[config.mk]
export PLATFORM = sky130hd
export DESIGN_NAME = proj_fm_reader_flat
export DESIGN_NICKNAME = d
export VERILOG_FILES = /design/src/rtl/proj_fm_reader_if.sv /design/src/rtl/proj_fm_reader.sv /design/src/flat_wrapper.sv
export SDC_FILE = /design/constraint.sdc
export NUM_CORES = 1
export LEC_CHECK = 0
export ABC_AREA = 1
export CAP_MARGIN = 20
export CORE_MARGIN = 1.5
export CORE_UTILIZATION = 54
export CTS_CLUSTER_DIAMETER = 100
export CTS_CLUSTER_SIZE = 8
export DETAILED_ROUTE_END_ITERATION = 8
export HOLD_SLACK_MARGIN = 0.15
export PLACE_DENSITY_LB_ADDON = 0.05
export REMOVE_ABC_BUFFERS = 1
export SLEW_MARGIN = 20
export SYNTH_ARGS = -nofsm -noshare
export SYNTH_HDL_FRONTEND = slang
export SYNTH_SLANG_ARGS = --single-unit
export TNS_END_PERCENT = 50
[constraint.sdc]
create_clock -name in_clk -period 2.95 [get_ports in_clk]
set_input_delay 0.59 -clock in_clk [delete_from_list [all_inputs] [get_ports in_clk]]
set_output_delay 0.59 -clock in_clk [all_outputs]
set_load 0.02 [all_outputs]
[src/rtl/proj_fm_reader_if.sv]
// Bundle of the reader's command, RAM read-port and output stream signals.
// The slave modport is the reader engine; the master modport is its environment.
interface proj_fm_reader_if #(
  parameter int ENTRIES   = 32,
  parameter int DATA_BITS = 8,
  parameter int ADDR_BITS = $clog2(ENTRIES)
);
  logic                 in_start;
  logic [ADDR_BITS-1:0] in_base_addr;
  logic [ADDR_BITS:0]   in_len;
  logic [ADDR_BITS-1:0] out_ram_addr;
  logic                 out_ram_re;
  logic [DATA_BITS-1:0] in_ram_rdata;
  logic [DATA_BITS-1:0] out_data;
  logic                 out_valid;
  logic                 in_ready;
  logic                 out_last;
  logic                 out_busy;
  logic                 out_done;

  modport slave (
    input  in_start, in_base_addr, in_len, in_ram_rdata, in_ready,
    output out_ram_addr, out_ram_re, out_data, out_valid, out_last, out_busy, out_done
  );

  modport master (
    output in_start, in_base_addr, in_len, in_ram_rdata, in_ready,
    input  out_ram_addr, out_ram_re, out_data, out_valid, out_last, out_busy, out_done
  );
endinterface

[src/rtl/proj_fm_reader.sv]
// Read-out engine for the projection feature-map RAM: walks a wrapping address
// window, absorbs the one-cycle RAM latency through a 2-entry buffer and
// presents the words as a valid/ready stream with a last marker and done pulse.
module proj_fm_reader #(
  parameter int ENTRIES   = 32,
  parameter int DATA_BITS = 8,
  parameter int ADDR_BITS = $clog2(ENTRIES)
) (
  input  logic             in_clk,
  input  logic             in_rst,
  proj_fm_reader_if.slave  bus
);

  localparam logic [ADDR_BITS:0]   LEN_MAX  = (ADDR_BITS+1)'(ENTRIES);
  localparam logic [ADDR_BITS:0]   CNT_ONE  = (ADDR_BITS+1)'(1);
  localparam logic [ADDR_BITS-1:0] ADDR_TOP = ADDR_BITS'(ENTRIES - 1);

  typedef enum logic [1:0] {
    ST_IDLE,
    ST_READ,
    ST_DRAIN,
    ST_DONE
  } state_t;

  state_t state_reg, state_next;

  logic [ADDR_BITS-1:0] addr_reg;
  logic [ADDR_BITS:0]   len_reg;
  logic [ADDR_BITS:0]   issue_cnt_reg;
  logic [ADDR_BITS:0]   remain_reg;

  // A read issued last cycle whose data is on in_ram_rdata now, plus its last tag
  logic inflight_reg;
  logic inflight_last_reg;

  // 2-entry output buffer; the last tag travels alongside each word
  logic [DATA_BITS-1:0] fifo_data_reg [2];
  logic                 fifo_last_reg [2];
  logic                 rd_ptr_reg;
  logic                 wr_ptr_reg;
  logic [1:0]           count_reg;

  logic [ADDR_BITS:0] len_clamped;
  logic               pop;
  logic [2:0]         occ;
  logic               issue;
  logic               issue_last;
  logic               drained;
  logic               busy;
  logic               done;

  // Credit, handshake and drain conditions shared by the FSM and datapath
  always_comb begin
    len_clamped = (bus.in_len > LEN_MAX) ? LEN_MAX : bus.in_len;
    pop         = (count_reg != 2'd0) && bus.in_ready;
    occ         = {1'b0, count_reg} + {2'b00, inflight_reg} - {2'b00, pop};
    issue       = (state_reg == ST_READ) && (remain_reg != '0) && (occ < 3'd2);
    issue_last  = (issue_cnt_reg == (len_reg - CNT_ONE));
    drained     = !inflight_reg &&
                  ((count_reg == 2'd0) || ((count_reg == 2'd1) && pop));
  end

  // State register
  always_ff @(posedge in_clk) begin
    if (in_rst) begin
      state_reg <= ST_IDLE;
    end else begin
      state_reg <= state_next;
    end
  end

  // Next-state and status outputs
  always_comb begin
    state_next = state_reg;
    busy       = 1'b0;
    done       = 1'b0;
    case (state_reg)
      ST_IDLE: begin
        if (bus.in_start) begin
          state_next = (len_clamped == '0) ? ST_DONE : ST_READ;
        end
      end
      ST_READ: begin
        busy = 1'b1;
        if (issue && (remain_reg == CNT_ONE)) begin
          state_next = ST_DRAIN;
        end
      end
      ST_DRAIN: begin
        busy = 1'b1;
        if (drained) begin
          state_next = ST_DONE;
        end
      end
      ST_DONE: begin
        done       = 1'b1;
        state_next = ST_IDLE;
      end
      default: state_next = ST_IDLE;
    endcase
  end

  // Window capture, address walk and issue/remaining counters
  always_ff @(posedge in_clk) begin
    if (in_rst) begin
      addr_reg          <= '0;
      len_reg           <= '0;
      issue_cnt_reg     <= '0;
      remain_reg        <= '0;
      inflight_reg      <= 1'b0;
      inflight_last_reg <= 1'b0;
    end else begin
      if ((state_reg == ST_IDLE) && bus.in_start) begin
        addr_reg      <= bus.in_base_addr;
        len_reg       <= len_clamped;
        issue_cnt_reg <= '0;
        remain_reg    <= len_clamped;
      end else if (issue) begin
        addr_reg      <= (addr_reg == ADDR_TOP) ? '0 : addr_reg + ADDR_BITS'(1);
        issue_cnt_reg <= issue_cnt_reg + CNT_ONE;
        remain_reg    <= remain_reg - CNT_ONE;
      end
      inflight_reg      <= issue;
      inflight_last_reg <= issue && issue_last;
    end
  end

  // Output buffer: capture returning RAM data, advance head on handshake
  always_ff @(posedge in_clk) begin
    if (in_rst) begin
      for (int i = 0; i < 2; i++) begin
        fifo_data_reg[i] <= '0;
        fifo_last_reg[i] <= 1'b0;
      end
      rd_ptr_reg <= 1'b0;
      wr_ptr_reg <= 1'b0;
      count_reg  <= 2'd0;
    end else begin
      if (inflight_reg) begin
        fifo_data_reg[wr_ptr_reg] <= bus.in_ram_rdata;
        fifo_last_reg[wr_ptr_reg] <= inflight_last_reg;
        wr_ptr_reg                <= ~wr_ptr_reg;
      end
      if (pop) begin
        rd_ptr_reg <= ~rd_ptr_reg;
      end
      count_reg <= count_reg + {1'b0, inflight_reg} - {1'b0, pop};
    end
  end

  // Stream and RAM-port outputs; data/last read as zero while the buffer is empty
  always_comb begin
    bus.out_ram_addr = addr_reg;
    bus.out_ram_re   = issue;
    bus.out_valid    = (count_reg != 2'd0);
    bus.out_data     = bus.out_valid ? fifo_data_reg[rd_ptr_reg] : '0;
    bus.out_last     = bus.out_valid ? fifo_last_reg[rd_ptr_reg] : 1'b0;
    bus.out_busy     = busy;
    bus.out_done     = done;
  end

endmodule
[src/flat_wrapper.sv]
// flat-port wrapper written by rule: the top's interface ports become plain ports
module proj_fm_reader_flat 
#(
  parameter int ENTRIES   = 32,
  parameter int DATA_BITS = 8,
  parameter int ADDR_BITS = $clog2(ENTRIES)
)
  (in_clk, in_rst, bus_in_start, bus_in_base_addr, bus_in_len, bus_in_ram_rdata, bus_in_ready, bus_out_ram_addr, bus_out_ram_re, bus_out_data, bus_out_valid, bus_out_last, bus_out_busy, bus_out_done);
  proj_fm_reader_if #(.ENTRIES(ENTRIES), .DATA_BITS(DATA_BITS), .ADDR_BITS(ADDR_BITS)) bus_i ();
  input  logic in_clk;
  input  logic in_rst;
  input wire logic [$bits(bus_i.in_start)-1:0] bus_in_start;
  input wire logic [$bits(bus_i.in_base_addr)-1:0] bus_in_base_addr;
  input wire logic [$bits(bus_i.in_len)-1:0] bus_in_len;
  input wire logic [$bits(bus_i.in_ram_rdata)-1:0] bus_in_ram_rdata;
  input wire logic [$bits(bus_i.in_ready)-1:0] bus_in_ready;
  output wire logic [$bits(bus_i.out_ram_addr)-1:0] bus_out_ram_addr;
  output wire logic [$bits(bus_i.out_ram_re)-1:0] bus_out_ram_re;
  output wire logic [$bits(bus_i.out_data)-1:0] bus_out_data;
  output wire logic [$bits(bus_i.out_valid)-1:0] bus_out_valid;
  output wire logic [$bits(bus_i.out_last)-1:0] bus_out_last;
  output wire logic [$bits(bus_i.out_busy)-1:0] bus_out_busy;
  output wire logic [$bits(bus_i.out_done)-1:0] bus_out_done;
  assign bus_i.in_start = bus_in_start;
  assign bus_i.in_base_addr = bus_in_base_addr;
  assign bus_i.in_len = bus_in_len;
  assign bus_i.in_ram_rdata = bus_in_ram_rdata;
  assign bus_i.in_ready = bus_in_ready;
  assign bus_out_ram_addr = bus_i.out_ram_addr;
  assign bus_out_ram_re = bus_i.out_ram_re;
  assign bus_out_data = bus_i.out_data;
  assign bus_out_valid = bus_i.out_valid;
  assign bus_out_last = bus_i.out_last;
  assign bus_out_busy = bus_i.out_busy;
  assign bus_out_done = bus_i.out_done;
  proj_fm_reader #(.ENTRIES(ENTRIES), .DATA_BITS(DATA_BITS), .ADDR_BITS(ADDR_BITS)) u_core (.in_clk(in_clk), .in_rst(in_rst), .bus(bus_i));
endmodule
# Word-level counts from Yosys, hierarchy flattened
# Memories as Yosys holds them, arrays and structs flattened. A register that Yosys moved wholly into a read port is not among the register bits.
# Index checks and enable logic that the tools add are counted.
# classes
n_eq_ne	10
order_cmp	2
n_reduce_logical	21
add_sub_neg	8
n_mux	30
n_bitwise	2
# op_table
op	n
two-way mux 6 bit	3
two-way mux 1 bit	17
two-way mux 8 bit	2
two-way mux 5 bit	3
subtractor 6 x 1 -> 6 bit (second input constant)	2
logical AND 1 bit	8
two-way mux 2 bit	4
one-hot mux 2 bit (4 select lines)	1
OR reduction 8 bit	1
adder 6 x 1 -> 6 bit (second input constant)	1
== test 6 x 1 -> 1 bit (second input constant)	1
== test 6 bit	1
greater-than comparator 6 bit (second input constant)	1
zero test 6 bit	1
nonzero test 6 bit	1
adder 5 x 1 -> 5 bit (second input constant)	1
== test 5 bit (second input constant)	1
== test 2 x 1 -> 1 bit (second input constant)	2
== test 2 bit (second input constant)	2
zero test 2 bit	2
!= test 2 bit (second input constant)	2
nonzero test 2 bit	2
OR reduction 2 bit	2
adder 2 x 1 -> 3 bit	1
other kinds (10)	11
# totals
n_memories	2
output_inout_bits	18
reg_bits	31
word_cells	85
mem_bits_rw	18
in_bits	23
# mem_list
name	depth	width	rd	rd_ports_with_merged_regs	write_ports	line	source
u_core.fifo_data_reg	2	8	1	1	2	proj_fm_reader.sv:37	logic [DATA_BITS-1:0] fifo_data_reg [2];
u_core.fifo_last_reg	2	1	1	1	2	proj_fm_reader.sv:38	logic fifo_last_reg [2];

# Logic depth before layout (Yosys ltp)
# Gate-level depths: netlist of run 1.
# logic_depth
word_depth	8
mapped_depth	17
depth_no_buf	16

# Worst setup path before layout of run 1
# OpenSTA, ideal clock, no wires.
# synth_path
path_kind	register to output
startpoint	register u_core.count_reg[1]
endpoint	output bus_out_ram_re
path_buffers	0
setup_slack_ns	0.020
stages_incl_launch_ff	14
t_arrival_ns	2.340
cell_sequence	dfxtp_1 > nor2_2 > inv_2 > nand2_1 > inv_1 > ha_1 > inv_1 > ha_1 > fa_1 > inv_1 > nand2_1 > nor2_4 > nand2_4 > inv_2
# synth_between
elab_chain_cells	5
# synth_lines
element	line	source
start, declared	proj_fm_reader.sv:41	logic [1:0] count_reg;
start signal, assigned	proj_fm_reader.sv:147	count_reg <= count_reg + {1'b0, inflight_reg} - {1'b0, pop};
nonzero test 2 bit	--	
named net bus_out_valid	flat_wrapper.sv:20	output wire logic [$bits(bus_i.out_valid)-1:0] bus_out_valid;
logical AND 1 bit	proj_fm_reader.sv:55	pop = (count_reg != 2'd0) && bus.in_ready;
named net u_core.pop	proj_fm_reader.sv:44	logic pop;
subtractor 3 x 1 -> 3 bit	proj_fm_reader.sv:56	occ = {1'b0, count_reg} + {2'b00, inflight_reg} - {2'b00, pop};
named net u_core.occ[1]	proj_fm_reader.sv:45	logic [2:0] occ;
less-than comparator 3 x 2 -> 1 bit	proj_fm_reader.sv:57	issue = (state_reg == ST_READ) && (remain_reg != '0) && (occ < 3'd2);
logical AND 1 bit	proj_fm_reader.sv:57	
end, declared	flat_wrapper.sv:18	output wire logic [$bits(bus_i.out_ram_re)-1:0] bus_out_ram_re;
# The timed path passes the listed nets, and every way through them passes these cells.

# Final worst setup path of run 1
# layout_path
startpoint	input bus_in_ready
endpoint	output bus_out_ram_re
# layout_between
elab_chain_cells	4
# layout_lines
element	line	source
start, declared	flat_wrapper.sv:16	input wire logic [$bits(bus_i.in_ready)-1:0] bus_in_ready;
logical AND 1 bit	proj_fm_reader.sv:55	
named net u_core.pop	proj_fm_reader.sv:44	
subtractor 3 x 1 -> 3 bit	proj_fm_reader.sv:56	
named net u_core.occ[1]	proj_fm_reader.sv:45	
less-than comparator 3 x 2 -> 1 bit	proj_fm_reader.sv:57	
logical AND 1 bit	proj_fm_reader.sv:57	
# The timed path passes the listed nets, and every way through them passes these cells.

==> flow_metrics.env, run 1 <==
export IMPL_status="finished with violations"
export IMPL_violations="negative setup slack"
export IMPL_place_gp_congestion=0.847
export IMPL_grt_pass1_wl_mm=9.43
export IMPL_grt_use_total_pct=22.6
export IMPL_overflow=0
export IMPL_worst_slack_ns=-0.0124
export IMPL_drt_iter0_markers=148
export IMPL_synth_main_ff_cell="dfxtp_1"
export IMPL_design_area_um2=3520
export IMPL_crit_required_ns=2.36
export IMPL_whs_ns=0.467
export IMPL_relSlewSlack_pct=68.1
export IMPL_fin_crit_ns=2.96
export IMPL_n_antenna_cell=0
export IMPL_boundaryPins=41
export IMPL_clock_skew_ns=0.00365
export IMPL_finalCritPeriodShare_pct=100
export IMPL_power_internal_uw=1930
export IMPL_critPathMaxStageDelay_ns=0.44
export IMPL_area_growth_pct=29.6
export IMPL_n_fill_cell=376
export IMPL_timing_fmax_ghz=0.338
export IMPL_yosysTopAreaCell="dfxtp_1"
export IMPL_dpl_hpwl_mm=4.19
export IMPL_drc=0
export IMPL_core_um2=4790
export IMPL_place_area_um2=3300
export IMPL_finalHoldViolations=0
export IMPL_switching_power_uw=1400
export IMPL_swShare_pct=42.1
export IMPL_grt_pass1_vias=2178
export IMPL_wirelength_mm=6.13
export IMPL_leakagePower_uw=0.00153
export IMPL_rsz0062_at_grt="true"
export IMPL_postRouteAntennaNets=0
export IMPL_cp_start_kind="input port"
export IMPL_power_density_nw_per_um2=948
export IMPL_slew_violations=0
export IMPL_synth_area_leaders="dfxtp_1, edfxtp_1, nand2_1, nor2_1, ha_1"
export IMPL_worstPathArrival_ns=2.37
export IMPL_drive_gt1_share_pct=15.4
export IMPL_largest_reg_flops=16
export IMPL_place_ws_ns=-0.810
export IMPL_synth_edf_count=18
export IMPL_worstSetupPathType="in2out"
export IMPL_synthDistinctLibCells=32
export IMPL_cts_max_path_buffers=2
export IMPL_cpMostUsedCell="inv_2"
export IMPL_initial_utilization_pct=56.8
export IMPL_nets=460
export IMPL_cts_sinks=50
export IMPL_vdd_drop_max_mv=0.571
export IMPL_cp_cell_sequence="clkdlybuf4s15_1 -> nand2_2 -> inv_2 -> ha_4 -> inv_2 -> ha_4 -> fa_2 -> inv_2 -> nand2_2 -> nor2_4 -> nand2_4 -> inv_4 -> buf_6"
export IMPL_cts_tree="yes"
export IMPL_setup_viol=1
export IMPL_seq_area_frac_synth_pct=43.5
export IMPL_netlist_area_um2=2720
export IMPL_vias=2444
export IMPL_dieWidth_um=73.9
export IMPL_p_comb_share_pct=55.3
export IMPL_cp_max_fo=3
export IMPL_dieArea_um2=5470
export IMPL_p_clk_share_pct=14.5
export IMPL_die_y_um=73.9
export IMPL_synth_top_area_share_pct=23.6
export IMPL_slowest_stage="fa_2"
export IMPL_p_seq_share_pct=30.2
export IMPL_maxCapViolCount=0
export IMPL_clock_latency_ns=0.30
export IMPL_endpoint_kind="output port"
export IMPL_placement_rows=25
export IMPL_synth_common_cells="nand2_1, nor2_1, inv_1, dfxtp_1, a21oi_1"
export IMPL_tightest_slew_ns=0.478
export IMPL_ys_warn_count=0
export IMPL_viasPerCell=4.99
export IMPL_syn_inst=355
export IMPL_yosysMostFrequentCell="nand2_1"
export IMPL_dr_pass1_iters=4
export IMPL_syn_area_per_cell_um2=7.66
export IMPL_rr_worst_depth=18
export IMPL_wl_per_cell_um=12.5
export IMPL_holdCritPathClass="reg2reg"
export IMPL_clk_pin_slew_ns=0.09
export IMPL_port_buffers=40
export IMPL_synthArstFlopShare_pct=0
export IMPL_antenna_found_initial=0
export IMPL_final_util_pct=73.6
export IMPL_cts_hold_buf=0
export IMPL_grt_max_degree=17
export IMPL_cts_buffers_inserted=5
export IMPL_htreeDepth=2
export IMPL_hold_depth=1
export IMPL_cts_root_buf="clkbuf_8"
export IMPL_ys_seq_elements=50
-- critical path, delay by kind of cell --
| kind | cells | cell delay, ns |
|---|---|---|
| fa+ha+maj | 3 | 0.85 |
| buf+inv | 6 | 0.56 |
| simple gates | 4 | 0.37 |
-- cells by family (layout without fill, tap and decap cells) --
kind of cell / Yosys count / in the layout / synth area share (%)
buffers and inverters: 52 / 120 / 8.01
AO/OA/AOI/OAI: 46 / 46 / 9.16
flip-flops: 50 / 50 / 43.5
adder cells (fa/ha/maj): 15 / 15 / 7.18
XOR/XNOR: 10 / 10 / 3.22
AND/OR/NAND/NOR: 182 / 182 / 29.0
-- per-stage QoR --
| step | cells | setup TNS (ns) | power, uW |
|---|---|---|---|
| final | 490 | -0.0124 | 3340 |
| after global routing | 490 | -0.0915 | 3580 |
| after CTS | 485 | 0 | 3230 |
| after detailed placement | 474 | -3.92 | 2640 |
| after global placement | 474 | -3.12 | 2590 |
| after floorplan | 348 | -0.0512 | 2020 |
-- path summary, 6_finish.rpt --
path                             from                    to  slack (ns)
setup / recovery         bus_in_ready        bus_out_ram_re       -0.01
hold / removal      u_core.rd_ptr_reg              register        0.47
setup reg to reg  u_core.count_reg[1]  u_core.remain_reg[2]        0.22
hold reg to reg     u_core.rd_ptr_reg              register        0.47
-- routing by layer --
layer  vias up  part of all wire [%]  wire length, um  global-route usage, %
met4         0                   1.7              102                   8.64
li1       1257                     -                -                      -
met1      1108                    44             2680                   27.9
met5         -                     0                0                      0
met2        68                    50             3080                   38.9
met3        11                   4.2              260                   4.34
-- cells in the final DEF, fill, tap and decap left out, types with 2 or more instances in the layout --
master	count
nand2_1	85
nor2_1	61
inv_1	38
clkdlybuf4s50_1	38
dfxtp_1	30
buf_4	27
a21oi_1	24
edfxtp_1	18
nand3_1	17
o21ai_0	13
ha_1	12
xor2_1	6
clkbuf_8	5
inv_2	4
xnor2_1	4
nand3_2	3
or2_2	3
nand2_2	2
nor2_4	2
nor2_2	2
nand2_4	2
o21ai_1	2
nand3b_1	2
nor3_1	2
o22ai_1	2
ha_4	2
dfxtp_2	2
-- timing repair --
action	CTS	global route
hold endpoints to repair	0	0
pin swaps	8	7
setup buffers	3	5
endpoints found under the setup margin	2	1
gates resized for setup	16	6
-- power by group through the flow --
stage               clock (uW)  sequential (uW)  combinational (uW)
detailed placement           0             1010                1630
global placement             0             1010                1580
global route               520             1030                2030
CTS                        496             1000                1730
floorplan                    0             1020                1000
finish                     484             1010                1850
-- area by class of cell --
type / instances / area (um^2) / area share, %
multi-input cells: 253 / 1360 / 38.7
flip-flops and latches: 50 / 1180 / 33.6
well taps: 67 / 83.8 / 2.38
clock inverters: 3 / 43.8 / 1.24
clock buffers: 5 / 68.8 / 1.95
repair buffers: 67 / 604 / 17.2
inverters: 45 / 173 / 4.90
Power figures use the tool's default switching activity.
==> run 2, diff against run 1 <==
SKIP_CTS_REPAIR_TIMING = 1   (was unset)
==> run 2 against run 1 <==
  * The flow now finishes without violations
  * Core utilization shrank 0.91 points
  * Clock power about the same
  * Power fell by 1.9%
  * Count of clock-buffer cells in the layout stayed put
  * Combinational power fell by 4%
  * Largest power group unchanged
  * Highest routed layer unchanged
==> flow_metrics.env, run 2 (synthesis results as in run 1) <==
export IMPL_postRouteAntennaNets=0
export IMPL_status="finished clean"
export IMPL_timing_fmax_ghz=0.343
export IMPL_initial_utilization_pct=56.8
export IMPL_dpl_hpwl_mm=4.19
export IMPL_vias=2397
export IMPL_nets=454
export IMPL_fin_crit_ns=2.92
export IMPL_port_buffers=40
export IMPL_htreeDepth=2
export IMPL_wirelength_mm=5.98
export IMPL_worstSetupPathType="reg2out"
export IMPL_place_ws_ns=-0.810
export IMPL_setup_viol=0
export IMPL_worst_slack_ns=0.0314
export IMPL_relSlewSlack_pct=68.6
export IMPL_grt_max_degree=17
export IMPL_clk_pin_slew_ns=0.09
export IMPL_overflow=0
export IMPL_setup_tns_ns=0
export IMPL_cts_max_path_buffers=2
export IMPL_cp_max_fo=3
export IMPL_cp_start_kind="register"
export IMPL_cts_buffers_inserted=5
export IMPL_slew_violations=0
export IMPL_crit_required_ns=2.36
export IMPL_antenna_found_initial=0
export IMPL_boundaryPins=41
export IMPL_vdd_drop_max_mv=0.566
export IMPL_final_common_cell="nand2_1"
export IMPL_placement_rows=25
export IMPL_dieArea_um2=5470
export IMPL_leakagePower_uw=0.00151
export IMPL_drt_iter0_markers=120
export IMPL_final_cell_mix="nand2_1, nor2_1, inv_1, clkdlybuf4s50_1, dfxtp_1"
export IMPL_clock_skew_ns=0.00609
export IMPL_drc=0
export IMPL_largest_reg_flops=16
export IMPL_drive_gt1_share_pct=13.9
export IMPL_cts_sinks=50
export IMPL_die_y_um=73.9
export IMPL_finalHoldViolations=0
export IMPL_power_density_nw_per_um2=942
export IMPL_viasPerCell=4.95
export IMPL_area_growth_pct=27.9
export IMPL_n_antenna_cell=0
export IMPL_endpoint_kind="output port"
export IMPL_wl_per_cell_um=12.4
export IMPL_place_gp_congestion=0.847
export IMPL_clock_latency_ns=0.31
export IMPL_holdCritPathClass="reg2reg"
export IMPL_cts_tree="yes"
export IMPL_worstPathArrival_ns=2.33
export IMPL_grt_pass1_vias=2128
export IMPL_dieWidth_um=73.9
export IMPL_cts_root_buf="clkbuf_8"
export IMPL_dr_pass1_iters=4
export IMPL_core_um2=4790
export IMPL_grt_pass1_wl_mm=9.23
export IMPL_maxCapViolCount=0
export IMPL_tightest_slew_ns=0.471
export IMPL_finalCritPeriodShare_pct=98.9
export IMPL_grt_use_total_pct=22.1
-- run 2: cell count changes in the layout (fill, tap and decap cells not counted) --
cell | before | now
clkdlybuf4s15_1 | 1 | 0
buf_4 | 27 | 21
dfxtp_2 | 2 | 1
dfxtp_1 | 30 | 31
dlymetal6s2s_1 | 0 | 1
-- run 2: power by group --
group          leakage, uW  total (uW)  switching [uW]  internal [uW]
logic              0.00101        1780            1020            765
clock network    0.0000547         485             232            253
registers         0.000448        1010             142            865
-- run 2: critical path: stages, from the launching register on --
cell	delay [ns]
dfxtp_2	0.34
nor2_4	0.11
inv_2	0.05
nand2_2	0.07
inv_2	0.05
ha_4	0.26
inv_2	0.04
ha_4	0.15
fa_2	0.52
inv_2	0.05
nand2_2	0.09
nor2_4	0.05
nand2_4	0.08
inv_4	0.04
buf_6	0.12
-- run 2: metal layers --
metal / wire length (um) / track usage (%)
met5: 0 / 0
met4: 107 / 7.20
met3: 229 / 4.20
met2: 2990 / 38.2
met1: 2660 / 27.7
-- run 2: cell type report --
class | count | area [um^2]
clock buffer | 5 | 68.8
tap | 67 | 83.8
timing repair buffer | 61 | 562
multi-input combinational | 253 | 1360
sequential | 50 | 1180
clock inverter | 3 | 43.8
inverter | 45 | 173
fill | 388 | 1310
-- run 2: metrics by stage --
step	instance area (um^2)	std cells	power (uW)	util [%]	hold slack, ns
2_1_floorplan	2670	348	2020	-	0.432
6_report	3480	484	3270	72.7	0.473
5_1_grt	3480	484	3520	72.7	0.509
4_1_cts	3410	482	3150	71.2	0.464
3_3_place_gp	3300	474	2590	68.9	0.440
3_5_place_dp	3300	474	2640	68.9	0.449
-- run 2: final timing paths --
path,from,to,slack [ns],cells past startpoint
min reg2reg,u_core.rd_ptr_reg,register,0.47,1
max reg2reg,u_core.count_reg[0],u_core.remain_reg[2],0.33,17
max,u_core.count_reg[0],bus_out_ram_re,0.03,14
min,u_core.rd_ptr_reg,register,0.47,1
==> variant, RTL diff (settings of run 2) <==
Re-encode `state_t` (4 states) as Gray code, 2 bits wide.
--- a/src/rtl/proj_fm_reader.sv
+++ b/src/rtl/proj_fm_reader.sv
@@ -16,10 +16,10 @@
   localparam logic [ADDR_BITS-1:0] ADDR_TOP = ADDR_BITS'(ENTRIES - 1);
 
   typedef enum logic [1:0] {
-    ST_IDLE,
-    ST_READ,
-    ST_DRAIN,
-    ST_DONE
+    ST_IDLE  = 2'b00,
+    ST_READ  = 2'b01,
+    ST_DRAIN = 2'b11,
+    ST_DONE  = 2'b10
   } state_t;
 
   state_t state_reg, state_next;
Formal check against the unedited RTL: same outputs for any inputs over 10 cycles, from zero or initial values and one cycle with in_rst high; not proved beyond that.
==> variant against run 2 <==
Sequential share of layout area grew 1.0 points; total power shrank 9.8%; synthesized area shrank 2.2%; final area shrank 2.9%; routed wire length shrank 8.0%; setup slack gained 0.032 ns; sequential cell count is the same; combinational power shrank 17%; non-clock buffer count shrank 7; global-route usage grew 0.22 points; register-to-register slack gained 0.10 ns; critical path type unchanged; critical endpoint unchanged; largest cell class unchanged; highest routed layer unchanged.
==> variant: results (changes against run 2) <==
[placement]
postPlaceCellArea_mm2=0.00321  ; -2.7%
post-place-ws_ns=-0.755  ; +0.0555 ns
globalplace.congestion=0.808  ; -4.7%
dpl.hpwl_mm=3.95  ; -5.6%
dpl.cell_count=459  ; -3.2%

[logic_synthesis]
synth-seq-area-share_pct=44.4  ; +0.96 points
synth_common_cells=nand2_1, nor2_1, inv_1
synth-adder-area-share_pct=4.99  ; -2.2 points
synth_top_area_share_pct=24.1  ; +0.52 points
synth_xor_area_share_pct=3.95  ; +0.73 points
avgSynthCellArea_um2=7.68  ; +0.38%
ys_types=33  ; +3.1%

[detailed_routing]
avgRoutedWirePerCell_um=11.8  ; -4.8%
via_per_inst=4.92  ; -0.68%
route.met3.wl_um=235  ; +2.6%
wl_met1_mm=2.39  ; -10%
wl_met2_mm=2.81  ; -6.0%

[finish]
num-nonclk-buffers=54  ; -11%
fill_cells=392  ; +1.0%
inv_count=48  ; +6.7%
multi_input_gates=241  ; -4.7%
multi_input_area_share_pct=38.3  ; -0.95 points
non_clock_buffer_area_share_pct=15.5  ; -0.71 points
ff_latch_area_mm2=0.00118  ; +0.11%
finalNonFillerCells=468  ; -3.3%
final_nets=433  ; -4.6%
post-route-cell-area_mm2=0.00338  ; -2.9%
clkCellAreaFrac_pct=3.37  ; +0.13 points
drive_gt1_share_pct=13.0  ; -0.94 points

[critical_path]
slowest_stage=fa_1
critPathMaxFanout=2  ; -1
timing.rr.end=u_core.bus.out_ram_addr[3]$_SDFFE_PP0P_
r2r_slack_ns=0.43  ; +0.10 ns
cpLargestDelayFamily=adder cells
max_stage_delay_ns=0.45  ; -0.07 ns
crit_arrival_ns=2.30  ; -0.03 ns

[run_status]
outcome=completed

[global_route]
grt_usage_pct=22.3  ; +0.22 points
grt_pass1_vias=2167  ; +1.8%

[power_and_ir_drop]
power.leakage_nw=1.46  ; -3.1%
power.internal_w=0.00176  ; -6.5%
p_switching_w=0.00119  ; -14%
powerComb_w=0.00148  ; -17%
ir_worst_vdd_v=0.000547  ; -3.4%

[clock_tree]
clock-sinks=50  ; unchanged

[sta]
hold_slack_ns=0.468  ; -0.00470 ns
finClkSkew_ns=0.00520  ; -0.000894 ns
slew_headroom_pct=72.1  ; +3.6 points

[die]
die-area_mm2=0.00535  ; -2.1%

[variant: worst max-delay path by stage]
stage,depth (start not counted),startpoint,end,slack [ns]
2_1_floorplan,13,u_core.count_reg[1]$_SDFF_PP0_,bus_out_ram_re,-0.15
3_3_place_gp,13,bus_in_ready,bus_out_ram_re,-0.74
3_5_place_dp,13,bus_in_ready,bus_out_ram_re,-0.75
4_1_cts,13,bus_in_ready,bus_out_ram_re,-0.77
5_1_grt,14,u_core.count_reg[0]$_SDFF_PP0_,bus_out_ram_re,-0.06
6_report,14,u_core.count_reg[0]$_SDFF_PP0_,bus_out_ram_re,0.06
[variant: logic make-up after synthesis]
logic type	Yosys count
compound gates	47
xor+xnor	12
fa+ha+maj	10
buf+inv	55
flops	50
simple gates	172
[variant: per-layer routing]
layer	GRT usage [%]	vias up
met4	7.76	0
met3	4.83	5
li1	-	1209
met1	25.0	1036
met5	0	-
met2	41.1	52
